`src/rtl/serial_subtractor_pkg.sv`:
```
// Shared definitions for the bit-serial subtractor: widths, state encoding
// and the single-bit borrow equation.
package serial_subtractor_pkg;

    localparam int unsigned DEF_W  = 5;
    localparam int unsigned DEF_CW = 3;

    typedef enum logic [1:0] {
        IDLE = 2'd0,
        RUN  = 2'd1,
        DONE = 2'd2
    } state_e;

    // Borrow out of one bit position of a - b - bin.
    function automatic logic fs_borrow(input logic a, input logic b, input logic bin);
        return (~a & b) | (~(a ^ b) & bin);
    endfunction

endpackage : serial_subtractor_pkg

```
`src/rtl/serial_subtractor_full_subtractor.sv`:
```
// One-bit combinational full subtractor: d = a - b - bin, bout = borrow out.
module full_subtractor
    import serial_subtractor_pkg::*;
(
    input  logic a,
    input  logic b,
    input  logic bin,
    output logic d,
    output logic bout
);

    assign d    = a ^ b ^ bin;
    assign bout = fs_borrow(a, b, bin);

endmodule : full_subtractor

```
`src/rtl/serial_subtractor.sv`:
```
// Bit-serial subtractor: ans = inA - inB, LSB first, one bit per clock, with a
// start/busy/done handshake. The minuend register doubles as the result shifter.
module serial_subtractor
    import serial_subtractor_pkg::*;
#(
    parameter int unsigned W  = DEF_W,
    parameter int unsigned CW = DEF_CW
) (
    input  logic         clk,
    input  logic         reset,
    input  logic         start,
    input  logic [W-1:0] inA,
    input  logic [W-1:0] inB,
    output logic         busy,
    output logic         done,
    output logic [W-1:0] ans,
    output logic         borrow
);

    if (W < 2 || (2 ** CW) <= W) begin : g_param_check
        $error("serial_subtractor: need W >= 2 and 2**CW > W");
    end

    state_e         state_q, state_d;
    logic [CW-1:0]  cnt_q, cnt_d;
    logic [W-1:0]   a_q, a_d;
    logic [W-1:0]   b_q, b_d;
    logic           br_q, br_d;
    logic [W-1:0]   ans_q, ans_d;
    logic           borrow_q, borrow_d;
    logic           busy_q, busy_d;
    logic           done_q, done_d;

    logic           accept_c;
    logic           last_c;
    logic           d_c;
    logic           bout_c;

    assign accept_c = start && (state_q == IDLE || state_q == DONE);
    assign last_c   = (cnt_q == CW'(W - 1));

    full_subtractor u_fs (
        .a    (a_q[0]),
        .b    (b_q[0]),
        .bin  (br_q),
        .d    (d_c),
        .bout (bout_c)
    );

    // State and datapath registers.
    always_ff @(posedge clk) begin
        if (reset) begin
            state_q  <= IDLE;
            cnt_q    <= '0;
            a_q      <= '0;
            b_q      <= '0;
            br_q     <= 1'b0;
            ans_q    <= '0;
            borrow_q <= 1'b0;
            busy_q   <= 1'b0;
            done_q   <= 1'b0;
        end else begin
            state_q  <= state_d;
            cnt_q    <= cnt_d;
            a_q      <= a_d;
            b_q      <= b_d;
            br_q     <= br_d;
            ans_q    <= ans_d;
            borrow_q <= borrow_d;
            busy_q   <= busy_d;
            done_q   <= done_d;
        end
    end

    // Next-state logic.
    always_comb begin
        state_d = state_q;
        unique case (state_q)
            IDLE:    if (start) state_d = RUN;
            RUN:     if (last_c) state_d = DONE;
            DONE:    state_d = start ? RUN : IDLE;
            default: state_d = IDLE;
        endcase
    end

    // Operand shifting: each RUN cycle consumes bit 0 of a/b and pushes the
    // difference bit into the MSB of a, so a holds the result after W cycles.
    always_comb begin
        cnt_d    = cnt_q;
        a_d      = a_q;
        b_d      = b_q;
        br_d     = br_q;
        ans_d    = ans_q;
        borrow_d = borrow_q;
        if (accept_c) begin
            a_d   = inA;
            b_d   = inB;
            cnt_d = '0;
            br_d  = 1'b0;
        end else if (state_q == RUN) begin
            a_d   = {d_c, a_q[W-1:1]};
            b_d   = {1'b0, b_q[W-1:1]};
            br_d  = bout_c;
            cnt_d = cnt_q + CW'(1);
            if (last_c) begin
                ans_d    = {d_c, a_q[W-1:1]};
                borrow_d = bout_c;
            end
        end
    end

    // Handshake outputs, registered from the next state.
    always_comb begin
        busy_d = (state_d == RUN);
        done_d = (state_d == DONE);
    end

    assign busy   = busy_q;
    assign done   = done_q;
    assign ans    = ans_q;
    assign borrow = borrow_q;

endmodule : serial_subtractor
```
`config.mk`:
```
export PLATFORM = sky130hd
export DESIGN_NAME = serial_subtractor
export DESIGN_NICKNAME = d
export VERILOG_FILES = /design/src/rtl/serial_subtractor_pkg.sv /design/src/rtl/serial_subtractor_full_subtractor.sv /design/src/rtl/serial_subtractor.sv
export SDC_FILE = /design/constraint.sdc
export NUM_CORES = 1
export LEC_CHECK = 0
export CAP_MARGIN = 10
export CORE_MARGIN = 10
export CORE_UTILIZATION = 51
export CTS_BUF_LIST = sky130_fd_sc_hd__clkbuf_4
export DETAILED_ROUTE_END_ITERATION = 16
export PLACE_DENSITY = 0.88
export SYNTH_ARGS = -nofsm -noshare
export SYNTH_HDL_FRONTEND = slang
export SYNTH_HIERARCHICAL = 1
export SYNTH_SLANG_ARGS = --single-unit
export TNS_END_PERCENT = 100
```
`constraint.sdc`:
```
create_clock -name clk -period 1.4 [get_ports clk]
set_input_delay 0.35 -clock clk [delete_from_list [all_inputs] [get_ports clk]]
set_output_delay 0.35 -clock clk [all_outputs]
set_load 0.05 [all_outputs]
```
-- After elaboration in Yosys (flattened, before gate mapping)
Cells that the tools add are included.
- flip-flop bits (word level): 24
- input bits: 13
- output and inout bits: 8
- logic and storage cells: 37
- $add $sub $neg: 1
- equal/unequal tests: 5
- muxes and demuxes: 8
- bitwise operators: 8
- reductions and logical operators: 6
- operators with widths (kind ; count):
    5-bit 2-to-1 mux ; 4
    2-bit one-hot mux with 3 select lines ; 1
    2-bit by 1-bit equality test with 1-bit output (second input constant) ; 2
    2-bit equality test (second input constant) ; 2
    2-bit 2-to-1 mux ; 2
    3-bit by 1-bit adder with 3-bit output (second input constant) ; 1
    3-bit equality test (second input constant) ; 1
    1-bit NOT ; 3
    3-bit AND reduction ; 1
    1-bit bitwise AND ; 2
    2-bit logical NOT ; 1
    2-bit nonzero test ; 1
    2-bit OR reduction ; 1
    1-bit XOR ; 2
    1-bit logical AND ; 1
    1-bit logical OR ; 1
    1-bit 2-to-1 mux ; 1
    1-bit bitwise OR ; 1

-- Logic depth before layout (Yosys ltp)
Gate-level depths: netlist (run 1).
- word-level depth: 5
- gate-level depth with buffers: 6
- depth with buffers taken out: 5

-- By module
Netlist (run 1), hierarchy kept.
- by module, submodules not included (module ; instances ; cells each ; area an instance (um^2)):
    serial_subtractor ; 1 ; 100 ; 943.4
    full_subtractor ; 1 ; 4 ; 31.3

-- Worst setup path after synthesis (run 1)
OpenSTA, ideal clock, no wires.
- kind: register to register
- start: reg cnt_q[0]
- end: reg ans_q[0], in the netlist ans[0]
- arrival time: 1104 ps
- path slack: 169 ps
- cell stages (with the launch flop): 7
- path buffers: 1
- cells stage by stage: dfxtp_1 inv_1 ha_1 nand4b_1 buf_2 mux2i_1 nor2_1
- longest elaborated chain between the ends: 2
- ends and longest elaborated chain (what ; RTL line ; RTL):
    start, declared ; serial_subtractor.sv:25 ; logic [CW-1:0] cnt_q, cnt_d;
    start signal, assigned ; serial_subtractor.sv:64 ; cnt_q <= cnt_d;
    3-bit equality test ; serial_subtractor.sv:40 ; assign last_c = (cnt_q == CW'(W - 1));
    3-bit AND reduction (no line) ; -- ;
    end signal, assigned ; serial_subtractor.sv:68 ; ans_q <= ans_d;
    end, declared ; serial_subtractor.sv:29 ; logic [W-1:0] ans_q, ans_d;
No other way between the ends.
A chain may end at the register's enable or synchronous reset.

-- Worst setup path after layout (run 1)
- start: reg cnt_q[0]
- end: reg ans_q[4], in the netlist ans[4]
The elaborated chain is that of the path after synthesis.

==> impl_metrics.py, run 1 <==
metrics = {
    "run_status": {
        "status": "completed",
    },
    "clocking": {
        "cts.repair.resized": 0,
        "tritoncts": "yes",
        "cts-hold-fix-buffers": 0,
        "clkTransAtPathRegs_ps": 120,
        "post-cts-setup-buffers": 0,
        "clkLatencyLatePin_ps": 310,
        "tritoncts.num_buffers": 3,
        "cts_buffer_depth": 2,
        "cts_max_level": 1,
        "cts-root-buf": "clkbuf_4",
        "clkSinkCount": 24,
    },
    "power_and_ir_drop": {
        "p_seq_share_pct": 59.6,
        "p_leak_nw": 0.561,
        "power_mw": 1.25,
        "power_frac_clock_pct": 24.1,
        "vdd_drop_max_v": 0.00101,
        "pwr_density_cell_mw_per_mm2": 926,
        "pwr-share-comb_pct": 16.3,
        "netSwitchingFraction_pct": 25.9,
        "p_int_mw": 0.924,
        "switchingPower_mw": 0.323,
    },
    "logic_synthesis": {
        "synth_top_family_by_area": "simple AND/OR/NAND/NOR gates",
        "synth_compound_gate_area_share_pct": 9.24,
        "sequential_element_share_of_the_synthesized_area_pct": 49.3,
        "synth.mux.area_fraction_pct": 9.24,
        "yosys.area.top_type": "dfxtp_1",
        "syn_inst": 104,
        "fraction_of_synthesized_cell_area_in_xor_and_xnor_cells_pct": 1.80,
        "post_synth_instance_area_sq_um": 975,
        "synth_nets": 120,
        "syn-mean-instance-area_sq_um": 9.37,
        "synth_largest_type_area_fraction_pct": 49.3,
        "synth.area.top_cells": "dfxtp_1 (49%), mux2i_1 (9.2%), nor2_1 (5.4%)",
        "synth.ff_latch_count": 24,
        "yosysWarningCount": 6,
        "synth_simple_gate_area_share_pct": 19.6,
        "synth_cell_types": 25,
        "synthAdderAreaFrac_pct": 4.62,
    },
    "die": {
        "horizontal_extent_of_the_die_microns": 63.7,
        "design.die.area_sq_mm": 0.00406,
        "io_pins": 21,
        "initial_core_util_pct": 55.2,
        "die_height_microns": 63.7,
        "core_area_sq_mm": 0.00176,
        "row_cnt": 15,
    },
    "sta": {
        "clock_skew_ps": 4.95,
        "rsz0062_at_grt": "false",
        "period_needed_ps": 1320,
        "finalSetupViolCount": 0,
        "finalHoldViolCount": 0,
        "achievable-frequency_mhz": 755,
        "slew_worst_pin_ps": 361,
        "slew-limit-headroom_pct": 75.9,
        "totalNegativeSetupSlack_ps": 0,
        "finalCritPeriodShare_pct": 94.6,
        "drv_slew": 0,
    },
    "drt": {
        "detail-route-antenna-nets": 0,
        "route.detailed.wl_per_inst_microns": 15.1,
        "route.detailed.drc": 0,
        "vias_per_cell": 5.49,
        "drt_first_iter_violations": 22,
        "routed_wl_microns": 2280,
        "drt-pass1-iter-count": 4,
        "vias": 829,
    },
    "place": {
        "numPlacedInstances": 147,
        "numPortBuffers": 20,
        "placedInstanceArea_sq_mm": 0.00132,
        "finalWeightedCongestion": 0.706,
        "dp_hpwl_microns": 1700,
    },
    "critical_path": {
        "cp_cell_sequence": "inv_1 > ha_1 > nand4b_1 > buf_12 > mux2i_1 > nor2_1",
        "worst-endpoint-required_ps": 1620,
        "cp-end-kind": "register",
        "cp.arrival_ps": 1540,
        "setup.worst_path.start_class": "register",
        "crit_slowest_cell": "dfxtp_1",
        "critical_path.top_delay_family": "flip-flops",
        "timing.critical_path.fanout_max": 8,
        "critPathMaxStageDelay_ps": 390,
        "timing.setup.critical_path_class": "reg2reg",
        "worst-path-buf-inv": 2,
    },
    "layout": {
        "area.growth.synth_to_final_pct": 38.1,
        "final_cells": 151,
        "drive_above_1_share_pct": 13.5,
        "fin_nets": 143,
        "antenna-diode-count": 0,
        "finalInstanceArea_sq_mm": 0.00135,
    },
    "job": {
        "cap_violations": 0,
    },
    "global_route": {
        "grt_max_degree": 25,
        "global_route_wire_length_before_repair_microns": 3760,
        "antenna_violations_before_repair": 0,
        "number_of_global_route_vias_before_repair": 881,
        "grt_util_all_layers_pct": 11.3,
        "grt_remaining_overflow": 0,
    },
    "worst_hold_path": {
        "holdCritPathClass": "reg2reg",
    },
}
path summary, 6_finish.rpt:
path | start | end | slack [ps] | cells past startpoint
max | cnt_q[0] | ans[4] | 80 | 6
min | b_q[0] | b_q[0] | 470 | 2
max reg2reg | cnt_q[0] | ans[4] | 80 | 6
min reg2reg | b_q[0] | b_q[0] | 470 | 2
power by group through the flow:
| stage | combinational [mW] | sequential [mW] | clock (mW) |
|---|---|---|---|
| 5_1_grt | 0.218 | 0.748 | 0.335 |
| 4_1_cts | 0.202 | 0.743 | 0.304 |
| 3_3_place_gp | 0.189 | 0.754 | 0 |
| 6_report | 0.203 | 0.744 | 0.300 |
| 2_1_floorplan | 0.109 | 0.757 | 0 |
| 3_5_place_dp | 0.200 | 0.758 | 0 |
Yosys cell counts:
master / n
buf_4: 1
nor3_1: 9
a21oi_1: 4
nand3_1: 3
nand4b_1: 1
a22oi_1: 3
nor2_1: 14
dfxtp_1: 24
mux2i_1: 9
buf_2: 3
fa_1: 1
nor2b_1: 1
buf_6: 1
xor2_1: 1
or2b_1: 1
o22ai_1: 2
ha_1: 2
nand2b_1: 1
a311oi_1: 4
and2b_2: 1
clkbuf_1: 2
nand2_1: 9
xnor2_1: 1
nand3b_1: 1
inv_1: 5
cells in the final DEF, fill, tap and decap left out, types with 4 or more instances in the layout:
| cell type | count |
|---|---|
| clkdlybuf4s50_1 | 12 |
| nand2_1 | 9 |
| mux2i_1 | 9 |
| dfxtp_1 | 24 |
| nor2_1 | 14 |
| buf_12 | 11 |
| inv_1 | 5 |
| nor3_1 | 9 |
| a311oi_1 | 4 |
| a21oi_1 | 4 |
sequential cells by signal, summed over array words and instances, names as in the netlist:
signal and flops:
busy 1, b_q 5, cnt_q 3, br_q 1, done 1, a_q 5
state_q 2, borrow 1, ans 5
worst reg2reg max path, stage by stage (launching register included):
cell	delay, ps
dfxtp_1	390
inv_1	60
ha_1	200
nand4b_1	160
buf_12	150
mux2i_1	220
nor2_1	60
layer usage:
| layer | wire [microns] | share of wire [%] | vias up | GRT usage, % |
|---|---|---|---|---|
| met4 | 20 | 0.88 | 0 | 3.28 |
| met2 | 1280 | 56 | 23 | 22.0 |
| met5 | 0 | 0 | - | 0 |
| li1 | - | - | 398 | - |
| met1 | 842 | 37 | 404 | 10.3 |
| met3 | 138 | 6.1 | 4 | 4.95 |
metrics by stage:
step | hold WS (ps) | setup WS (ps) | utilization [%]
final | 474 | 75.6 | 76.3
after floorplan | 422 | 169 | -
after detailed placement | 460 | -146 | 74.8
after global routing | 492 | 11.1 | 76.3
after global placement | 457 | -63.9 | 74.8
after CTS | 477 | 78.9 | 76.3
cell families after synthesis:
logic type | Yosys count
xor gates and xnor gates | 2
buffers and inverters | 12
muxes | 9
adders and majority gates | 3
DFF | 24
AOI/OAI and AO/OA | 13
and+or+nand+nor | 41
layout make-up:
cell class,instances,area [sq um]
flip-flops and latches,24,480
inverters,5,18.8
fillers,123,418
well taps,25,31.3
multi-input cells,68,434
repair buffers,25,355
clock inverters,1,3.75
clock buffers,3,22.5
Power figures use the tool's default switching activity.
==> inputs of run 2 (changes only) <==
SLEW_MARGIN = 20   (was default)
==> results of run 2 <==
Final layout, timing and power as in run 1 (identical DEF).
